**src/rtl/dp_idle_pkg.sv**
```systemverilog
// Shared definitions for the multi-lane idle pattern generator: Gray-coded
// state encoding, control symbol constants and lane-count normalisation.
package dp_idle_pkg;

    typedef enum logic [3:0] {
        IDLE  = 4'b0000,
        BS1   = 4'b0001,
        BS2   = 4'b0011,
        BS3   = 4'b0010,
        BS4   = 4'b0110,
        VBID  = 4'b0111,
        MVID  = 4'b0101,
        MAUD  = 4'b0100,
        DUMMY = 4'b1100
    } idle_state_e;

    localparam logic [7:0] SYM_BS    = 8'hBC;
    localparam logic [7:0] SYM_BF    = 8'hBD;
    localparam logic [7:0] SYM_SR    = 8'h1C;
    localparam logic [7:0] SYM_DUMMY = 8'h00;

    // Anything other than a legal count that fits the physical lanes runs one lane.
    function automatic logic [2:0] lane_count_norm(input logic [2:0] cfg, input int lanes);
        logic [2:0] n;
        n = 3'd1;
        case (cfg)
            3'd2:    n = (lanes >= 2) ? 3'd2 : 3'd1;
            3'd4:    n = (lanes >= 4) ? 3'd4 : 3'd1;
            default: n = 3'd1;
        endcase
        return n;
    endfunction

endpackage

```
**src/rtl/idle_pattern_mlane_lane_mux.sv**
```systemverilog
// Fans the single idle symbol/control flag out to the physical lanes; lanes at
// or above the active count are forced to 8'h00 with their flag low.
module idle_lane_mux
    import dp_idle_pkg::*;
#(
    parameter int LANES = 4
) (
    input  logic [7:0]         sym,
    input  logic               ctrl,
    input  logic [2:0]         lane_count,
    output logic [8*LANES-1:0] lane_sym,
    output logic [LANES-1:0]   lane_ctrl
);

    logic [2:0] active_n;

    assign active_n = lane_count_norm(lane_count, LANES);

    generate
        for (genvar gi = 0; gi < LANES; gi++) begin : g_lane
            logic lane_on;
            assign lane_on             = (3'(gi) < active_n);
            assign lane_sym[8*gi +: 8] = lane_on ? sym : 8'h00;
            assign lane_ctrl[gi]       = lane_on & ctrl;
        end
    endgenerate

endmodule

```
**src/rtl/idle_pattern_mlane.sv**
```systemverilog
// Multi-lane idle pattern generator (BS,BF,BF,BS,VBID,MVID,MAUD,DUMMY...).
// Define IDLE_SR_INSERT_EN to replace BS with SR on every SR_INTERVAL-th pattern.
module idle_pattern_mlane
    import dp_idle_pkg::*;
#(
    parameter int LANES       = 4,
    parameter int PERIOD      = 8192,
    parameter int SR_INTERVAL = 512
) (
    input  logic               clk,
    input  logic               rst,
    input  logic               sched_idle_en,
    input  logic [2:0]         cfg_lane_count,
    input  logic [7:0]         vbid_in,
    input  logic [7:0]         mvid_in,
    input  logic [7:0]         maud_in,
    output logic [8*LANES-1:0] idle_symbols,
    output logic [LANES-1:0]   idle_control_sym_flag,
    output logic               idle_activate_en,
    output logic               idle_sr_flag
);

    localparam int             CW       = $clog2(PERIOD);
    localparam logic [CW-1:0] CNT_LAST = CW'(PERIOD - 1);

    idle_state_e   state_q, state_d;
    logic [CW-1:0] sym_cnt_q, sym_cnt_d;
    logic [2:0]    lanes_q;
    logic [7:0]    vbid_q, mvid_q, maud_q;
    logic          last_dummy;
    logic          sr_pattern;

    assign last_dummy = (state_q == DUMMY) && (sym_cnt_q == CNT_LAST);

    always_comb begin
        state_d   = state_q;
        sym_cnt_d = sym_cnt_q + 1'b1;
        if (!sched_idle_en) begin
            state_d   = IDLE;
            sym_cnt_d = '0;
        end else begin
            case (state_q)
                IDLE:  begin state_d = BS1; sym_cnt_d = '0; end
                BS1:   state_d = BS2;
                BS2:   state_d = BS3;
                BS3:   state_d = BS4;
                BS4:   state_d = VBID;
                VBID:  state_d = MVID;
                MVID:  state_d = MAUD;
                MAUD:  state_d = DUMMY;
                DUMMY: begin
                    if (last_dummy) begin
                        state_d   = BS1;
                        sym_cnt_d = '0;
                    end
                end
                default: begin state_d = IDLE; sym_cnt_d = '0; end
            endcase
        end
    end

    always_ff @(posedge clk or posedge rst) begin
        if (rst) begin
            state_q   <= IDLE;
            sym_cnt_q <= '0;
        end else begin
            state_q   <= state_d;
            sym_cnt_q <= sym_cnt_d;
        end
    end

`ifdef IDLE_SR_INSERT_EN
    localparam int            SW      = (SR_INTERVAL > 1) ? $clog2(SR_INTERVAL) : 1;
    localparam logic [SW-1:0] SR_LAST = SW'(SR_INTERVAL - 1);

    logic [SW-1:0] sr_cnt_q, sr_cnt_d;

    // The count indexes the pattern in flight; it only advances on DUMMY->BS1.
    always_comb begin
        sr_cnt_d = sr_cnt_q;
        if (!sched_idle_en) begin
            sr_cnt_d = '0;
        end else if (last_dummy) begin
            sr_cnt_d = (sr_cnt_q == SR_LAST) ? '0 : sr_cnt_q + 1'b1;
        end
    end

    always_ff @(posedge clk or posedge rst) begin
        if (rst) begin
            sr_cnt_q <= '0;
        end else begin
            sr_cnt_q <= sr_cnt_d;
        end
    end

    assign sr_pattern = (sr_cnt_q == '0);
`else
    assign sr_pattern = 1'b0;
`endif

    // Pattern inputs are sampled during BS1 and held for the rest of the pattern.
    always_ff @(posedge clk or posedge rst) begin
        if (rst) begin
            lanes_q <= 3'd1;
            vbid_q  <= 8'h00;
            mvid_q  <= 8'h00;
            maud_q  <= 8'h00;
        end else if (state_q == BS1) begin
            lanes_q <= cfg_lane_count;
            vbid_q  <= vbid_in;
            mvid_q  <= mvid_in;
            maud_q  <= maud_in;
        end
    end

    logic [7:0] sym_c;
    logic       ctrl_c;
    logic       act_c;
    logic       sr_c;
    logic [2:0] lanes_eff;

    always_comb begin
        sym_c  = SYM_DUMMY;
        ctrl_c = 1'b0;
        act_c  = 1'b0;
        sr_c   = 1'b0;
        case (state_q)
            BS1: begin
                sym_c  = sr_pattern ? SYM_SR : SYM_BS;
                ctrl_c = 1'b1;
                sr_c   = sr_pattern;
            end
            BS2, BS3: begin
                sym_c  = SYM_BF;
                ctrl_c = 1'b1;
            end
            BS4: begin
                sym_c  = sr_pattern ? SYM_SR : SYM_BS;
                ctrl_c = 1'b1;
                sr_c   = sr_pattern;
                act_c  = 1'b1;
            end
            VBID: begin sym_c = vbid_q; act_c = 1'b1; end
            MVID: begin sym_c = mvid_q; act_c = 1'b1; end
            MAUD: begin sym_c = maud_q; act_c = 1'b1; end
            DUMMY: act_c = !last_dummy;
            default: begin end
        endcase
    end

    // BS1 already emits with the lane count being latched in that same cycle.
    assign lanes_eff = (state_q == BS1) ? cfg_lane_count : lanes_q;

    logic [8*LANES-1:0] lane_sym_c;
    logic [LANES-1:0]   lane_ctrl_c;

    idle_lane_mux #(
        .LANES (LANES)
    ) u_lane_mux (
        .sym        (sym_c),
        .ctrl       (ctrl_c),
        .lane_count (lanes_eff),
        .lane_sym   (lane_sym_c),
        .lane_ctrl  (lane_ctrl_c)
    );

    always_ff @(posedge clk or posedge rst) begin
        if (rst) begin
            idle_symbols          <= '0;
            idle_control_sym_flag <= '0;
            idle_activate_en      <= 1'b0;
            idle_sr_flag          <= 1'b0;
        end else begin
            idle_symbols          <= lane_sym_c;
            idle_control_sym_flag <= lane_ctrl_c;
            idle_activate_en      <= act_c;
            idle_sr_flag          <= sr_c;
        end
    end

endmodule
```
**config.mk**
```make
export PLATFORM = sky130hd
export DESIGN_NAME = idle_pattern_mlane
export DESIGN_NICKNAME = d
export VERILOG_FILES = /design/src/rtl/dp_idle_pkg.sv /design/src/rtl/idle_pattern_mlane_lane_mux.sv /design/src/rtl/idle_pattern_mlane.sv
export SDC_FILE = /design/constraint.sdc
export NUM_CORES = 1
export LEC_CHECK = 0
export ABC_CLOCK_PERIOD_IN_PS = 2800
export CAP_MARGIN = 10
export CELL_PAD_IN_SITES_DETAIL_PLACEMENT = 1
export CELL_PAD_IN_SITES_GLOBAL_PLACEMENT = 1
export CORE_MARGIN = 2
export CORE_UTILIZATION = 41
export CTS_CLUSTER_DIAMETER = 200
export CTS_CLUSTER_SIZE = 28
export DETAILED_ROUTE_END_ITERATION = 8
export HOLD_SLACK_MARGIN = 0.06
export PLACE_DENSITY_LB_ADDON = 0.1
export SLEW_MARGIN = 5
export SYNTH_ARGS = -nofsm -noshare
export SYNTH_HDL_FRONTEND = slang
export SYNTH_SLANG_ARGS = --single-unit
```
**constraint.sdc**
```tcl
create_clock -name clk -period 2.8 [get_ports clk]
set_input_delay 0.56 -clock clk [delete_from_list [all_inputs] [get_ports clk]]
set_output_delay 0.56 -clock clk [all_outputs]
set_load 0.005 [all_outputs]
```
# After elaboration in Yosys (flattened, before gate mapping)
# Index checks and enable logic that the tools add are counted.
# totals
register_bits	81
elab_cells	53
# op_classes
n_reduce_logical	8
order_cmp	4
eq_ne	12
n_mux	15
bitwise_logic	4
n_addsub	1
# op_table
op	n
$pmux 8 s5	1
$pmux 4 s9	1
$mux 8	4
$mux 13	2
$pmux 13 s2	1
$eq 4x3->1 const B	4
$add 13x1->13 const B	1
$eq 13x13->1 const B	1
$eq 4x2->1 const B	2
$mux 4	2
$reduce_or 4->1	2
$reduce_or 7->1	1
$lt 1x3->1 const A	2
$lt 2x3->1 const A	2
$pmux 3 s2	1
$and 1x1->1	4
$eq 4x1->1 const B	1
$eq 4x4->1 const B	1
$logic_not 4->1	1
$reduce_or 2->1	2
$eq 3x2->1 const B	1
$eq 3x3->1 const B	1
$mux 3	1
$ne 3x3->1 const B	1
4 further kinds	4

# Depth between registers and ports, before layout
# logic_depth
ltp_word	6
ltp_mapped	6
ltp_nobuf	4

# Cells and area by module
# A second synthesis with hierarchy kept.
# hier_totals
cells_unflattened	259
area_unflattened_um2	3378.2
# modules_own_cells
module	n_inst	cells_each	area_per_inst_um2	seq_area_each_um2
idle_pattern_mlane	1	219	3088.0	2028.2
idle_lane_mux	1	40	290.3	0.0

# Worst setup path after synthesis
# OpenSTA, ideal clock, no wires.
# synth_path
path_type	reg2reg
from	register state_q[2]
to	register idle_symbols[23]
slack_ps	1067
arrival_time_ps	1638
synth_period_minus_slack_ps	1733
required_time_ps	2705
stages_incl_launch_ff	7
cell_sequence	dfrtp_1 buf_6 nor4b_4 buf_6 mux2_4 buf_6 a211oi_1
# synth_between
elab_chain_len	6
# synth_rtl
item	line	text
start, declared	idle_pattern_mlane.sv:26	idle_state_e state_q, state_d;
start signal, assigned	idle_pattern_mlane.sv:67	state_q <= state_d;
$eq 4x1->1	idle_pattern_mlane.sv:127, idle_pattern_mlane.sv:152	
$mux 3	--	
$eq 3x3->1 / $eq 3x2->1 (equally long branches)	dp_idle_pkg.sv:26	case (cfg)
$pmux 3 s2	dp_idle_pkg.sv:26	
$lt 2x3->1	idle_pattern_mlane_lane_mux.sv:22	assign lane_on = (3'(gi) < active_n);
$mux 8 *	idle_pattern_mlane_lane_mux.sv:23	assign lane_sym[8*gi +: 8] = lane_on ? sym : 8'h00;
net lane_sym_c[23]	idle_pattern_mlane.sv:154	logic [8*LANES-1:0] lane_sym_c;
end signal, assigned	idle_pattern_mlane.sv:174	idle_symbols <= lane_sym_c;
end, declared	idle_pattern_mlane.sv:17	output logic [8*LANES-1:0] idle_symbols,
# The timed path passes the listed nets; every way through them passes the cells marked *.
# A chain may end at the register's enable or synchronous reset.

# Worst setup path after layout
# layout_path
from	register state_q[2]
to	register idle_symbols[8]
# layout_between
elab_chain_len	6
# layout_rtl
item	line
$eq 4x1->1	idle_pattern_mlane.sv:127, idle_pattern_mlane.sv:152
$mux 3	--
$eq 3x3->1 / $eq 3x2->1 (equally long branches)	dp_idle_pkg.sv:26
$pmux 3 s2	dp_idle_pkg.sv:26
$lt 1x3->1	idle_pattern_mlane_lane_mux.sv:22
$mux 8 *	idle_pattern_mlane_lane_mux.sv:23
net lane_sym_c[8]	idle_pattern_mlane.sv:154
# Marks and branches as above.

==> out/summary.txt <==
Number of flops mapped to enable cells by yosys = 0
First-pass GRT wire length = 12.80 mm
Syn nets = 302
Share of layout cells above drive strength 1 = 0.2035
VDD IR max = 391.0 µV
Final instance area = 0.004449 mm²
FF+latch area = 0.002028 mm²
I/O pin count = 68
Maximum level of the CTS H-tree = 3
Non-filler cells, final = 449
Deepest clock path buffer count = 2
Fin nets = 370
Initial antenna violation count = 0
HP Class = register to register
Max FO, Critical Path = 28
Wire length on met2 = 3.953 mm
Setup bufs post-CTS = 0
Synth cell count leaders = dfrtp_1 (80), mux2_2 (27), a211oi_1 (25), nand2_1 (15), nor4_1 (9)
PwrDens = 982.2 mW/mm²
Critical Path Source Type = register
Synthesis-stage register bit count = 81
CTS tree = yes
Top sig layer = met4
Worst-path clk slew = 80 ps
DR vias/cell = 5.463
Share of the synthesized area in the top cell type = 0.5782
CORE AREA = 0.008217 mm²
Status = finished clean
Placed instance count = 433
Max-slew violations = 0
Leakage = 1.814 nW
FFs w/ async S/R, synth = 1.000
Kind of end point of the critical path = register
Synth cell types = 52
Crit Path Category = register to register
CTS-repair resized insts = 0
Post-place setup slack = 752.1 ps
Largest net degree at the start of global routing = 35
Max Fclk = 0.4763 GHz
Synthesized cell area = 0.003462 mm²
Initial Utilization = 0.4213
I/O Buffers = 66
Dpl hpwl = 5.495 mm
FP Rows = 33
WL final = 7.815 mm
Die Span Y = 95.89 µm
Final hold vios = 0
Final worst path period share = 0.7499
RD Place Congestion = 0.7323
Die ar. = 0.009195 mm²
Drt drc = 0
Area of the multi-input gates = 0.001286 mm²
Final setup vio count = 0
Worst Skew = 6.691 ps
CP arrival = 2330 ps
Mapped Cells = 271
Vias post-DR = 2453
Area contributors post-synth = dfrtp_1 (58%), mux2_2 (8.8%), a211oi_1 (5.4%), buf_6 (1.6%), nand2_1 (1.6%)
Seq/Total Area, Yosys = 0.5858
Most common cell in the netlist = dfrtp_1
CTS buffer count = 9
Placed instance area = 0.004222 mm²
M1 wire length = 3.414 mm
First-pass DRT Iterations = 4
Ys flop type = dfrtp_1
ANT cells = 0
Area growth from synthesis to layout = 28.51%
Critical Path RT = 3030 ps
RSZ-0062 raised after global routing = false
Largest area contributor in the netlist = dfrtp_1
Clk_lat worst skew = 350 ps
DR iter-0 viols = 91
Mean Syn Cell Area = 12.78 µm²
Slew @ Worst Pin = 907.3 ps
Overflow left after global routing = 0
Rel. slew slack = 0.3911
Clock Tree Root = clkbuf_8
Max_cap viols = 0
FILL cells = 865
Setup TNS = 0 ps
Final setup margin = 700.4 ps
Tmin final = 2100 ps
GRT Total Usage = 0.1863
WL per Instance = 17.41 µm
Width of the die = 95.89 µm
ANT nets after route = 0
R2r setup slk = 700 ps
Hold buffer count at CTS = 0
Yosys Warn Count = 0
Vias in the first global route = 2534
CTS Sinks = 81
Met3 routed wirelength = 341 µm
## final cells by class
cell class | count | share of cell area
flip-flops and latches | 81 | 0.4559
well taps | 105 | 0.02953
inverters | 5 | 0.004499
repair buffers | 77 | 0.1699
clock inverters | 6 | 0.02025
clock buffers | 10 | 0.03093
multi-input cells | 165 | 0.2891
## flip-flops by register name, summed over array words and instances (netlist names)
name and flops:
idle_activate_en 1, mvid_q 8, state_q 4, idle_control_sym_flag 4, vbid_q 8, sym_cnt_q 13, idle_symbols 32, lanes_q 3
maud_q 8
## where the power goes
group	internal (mW)	switching (mW)	leakage, nW
Sequential	1.56	0.185	1.04
Clock	0.530	0.438	0.113
Combinational	0.847	0.807	0.658
Total	2.94	1.43	1.81
## layer usage
metal,GRT usage,vias up
met2,0.3159,68
met5,0,-
met1,0.2386,1249
met3,0.03446,9
met4,0.06786,0
li1,-,1127
## path summary, 6_finish.rpt
path / endpoint / startpoint / cells after the start
worst max register to register: idle_symbols[8] / state_q[2] / 3
max in group asynchronous: mvid_q[1] / rst / 3
worst max-delay path: idle_symbols[8] / state_q[2] / 3
worst min register to register: sym_cnt_q[0] / sym_cnt_q[0] / 1
min in group asynchronous: sym_cnt_q[10] / rst / 2
worst min-delay path: sym_cnt_q[0] / sym_cnt_q[0] / 1
## worst max-delay path: stages (launching register included)
cell and delay [ps]:
dfrtp_1 480, nor4b_4 650, mux2_4 490, nor4_1 340
## metrics by stage
stage	util	hold slack [ps]	total power, mW
after global placement	0.5138	484.9	3.387
after CTS	0.5415	507.8	4.417
final	0.5415	505.5	4.370
after global routing	0.5415	532.3	4.650
after floorplan	-	465.8	2.820
after detailed placement	0.5138	490.2	3.451
## cells by family after synthesis
family / synth area share
simple gates: 0.1261
mux: 0.1048
buf+inv: 0.04373
other cells: 0.001083
compound gates: 0.1222
fa+ha+maj: 0.003613
flops: 0.5858
xor+xnor: 0.01265
## layout by cell type (no fill, tap or decap), types with 2 or more instances in the layout
cell type,count
o31ai_1,3
nand3_1,4
nor4_1,9
nor2_1,8
a21oi_1,2
a2bb2oi_1,2
nand2b_1,6
clkinv_2,2
nor4_2,2
clkdlybuf4s50_1,66
nor3_1,4
nand4_1,3
or3_1,4
nand2_1,15
xnor2_1,2
buf_4,10
a211oi_1,25
bufinv_16,2
inv_1,4
mux2i_2,2
a311o_1,5
nor3b_1,3
o21ai_0,4
a211oi_2,2
xor2_1,3
nor3_2,2
mux2i_1,2
dfrtp_1,80
clkbuf_8,10
mux2_2,27
nor2b_1,3
or4_1,3
o21ba_2,2
Note: power is estimated with default switching activity, not from simulation.
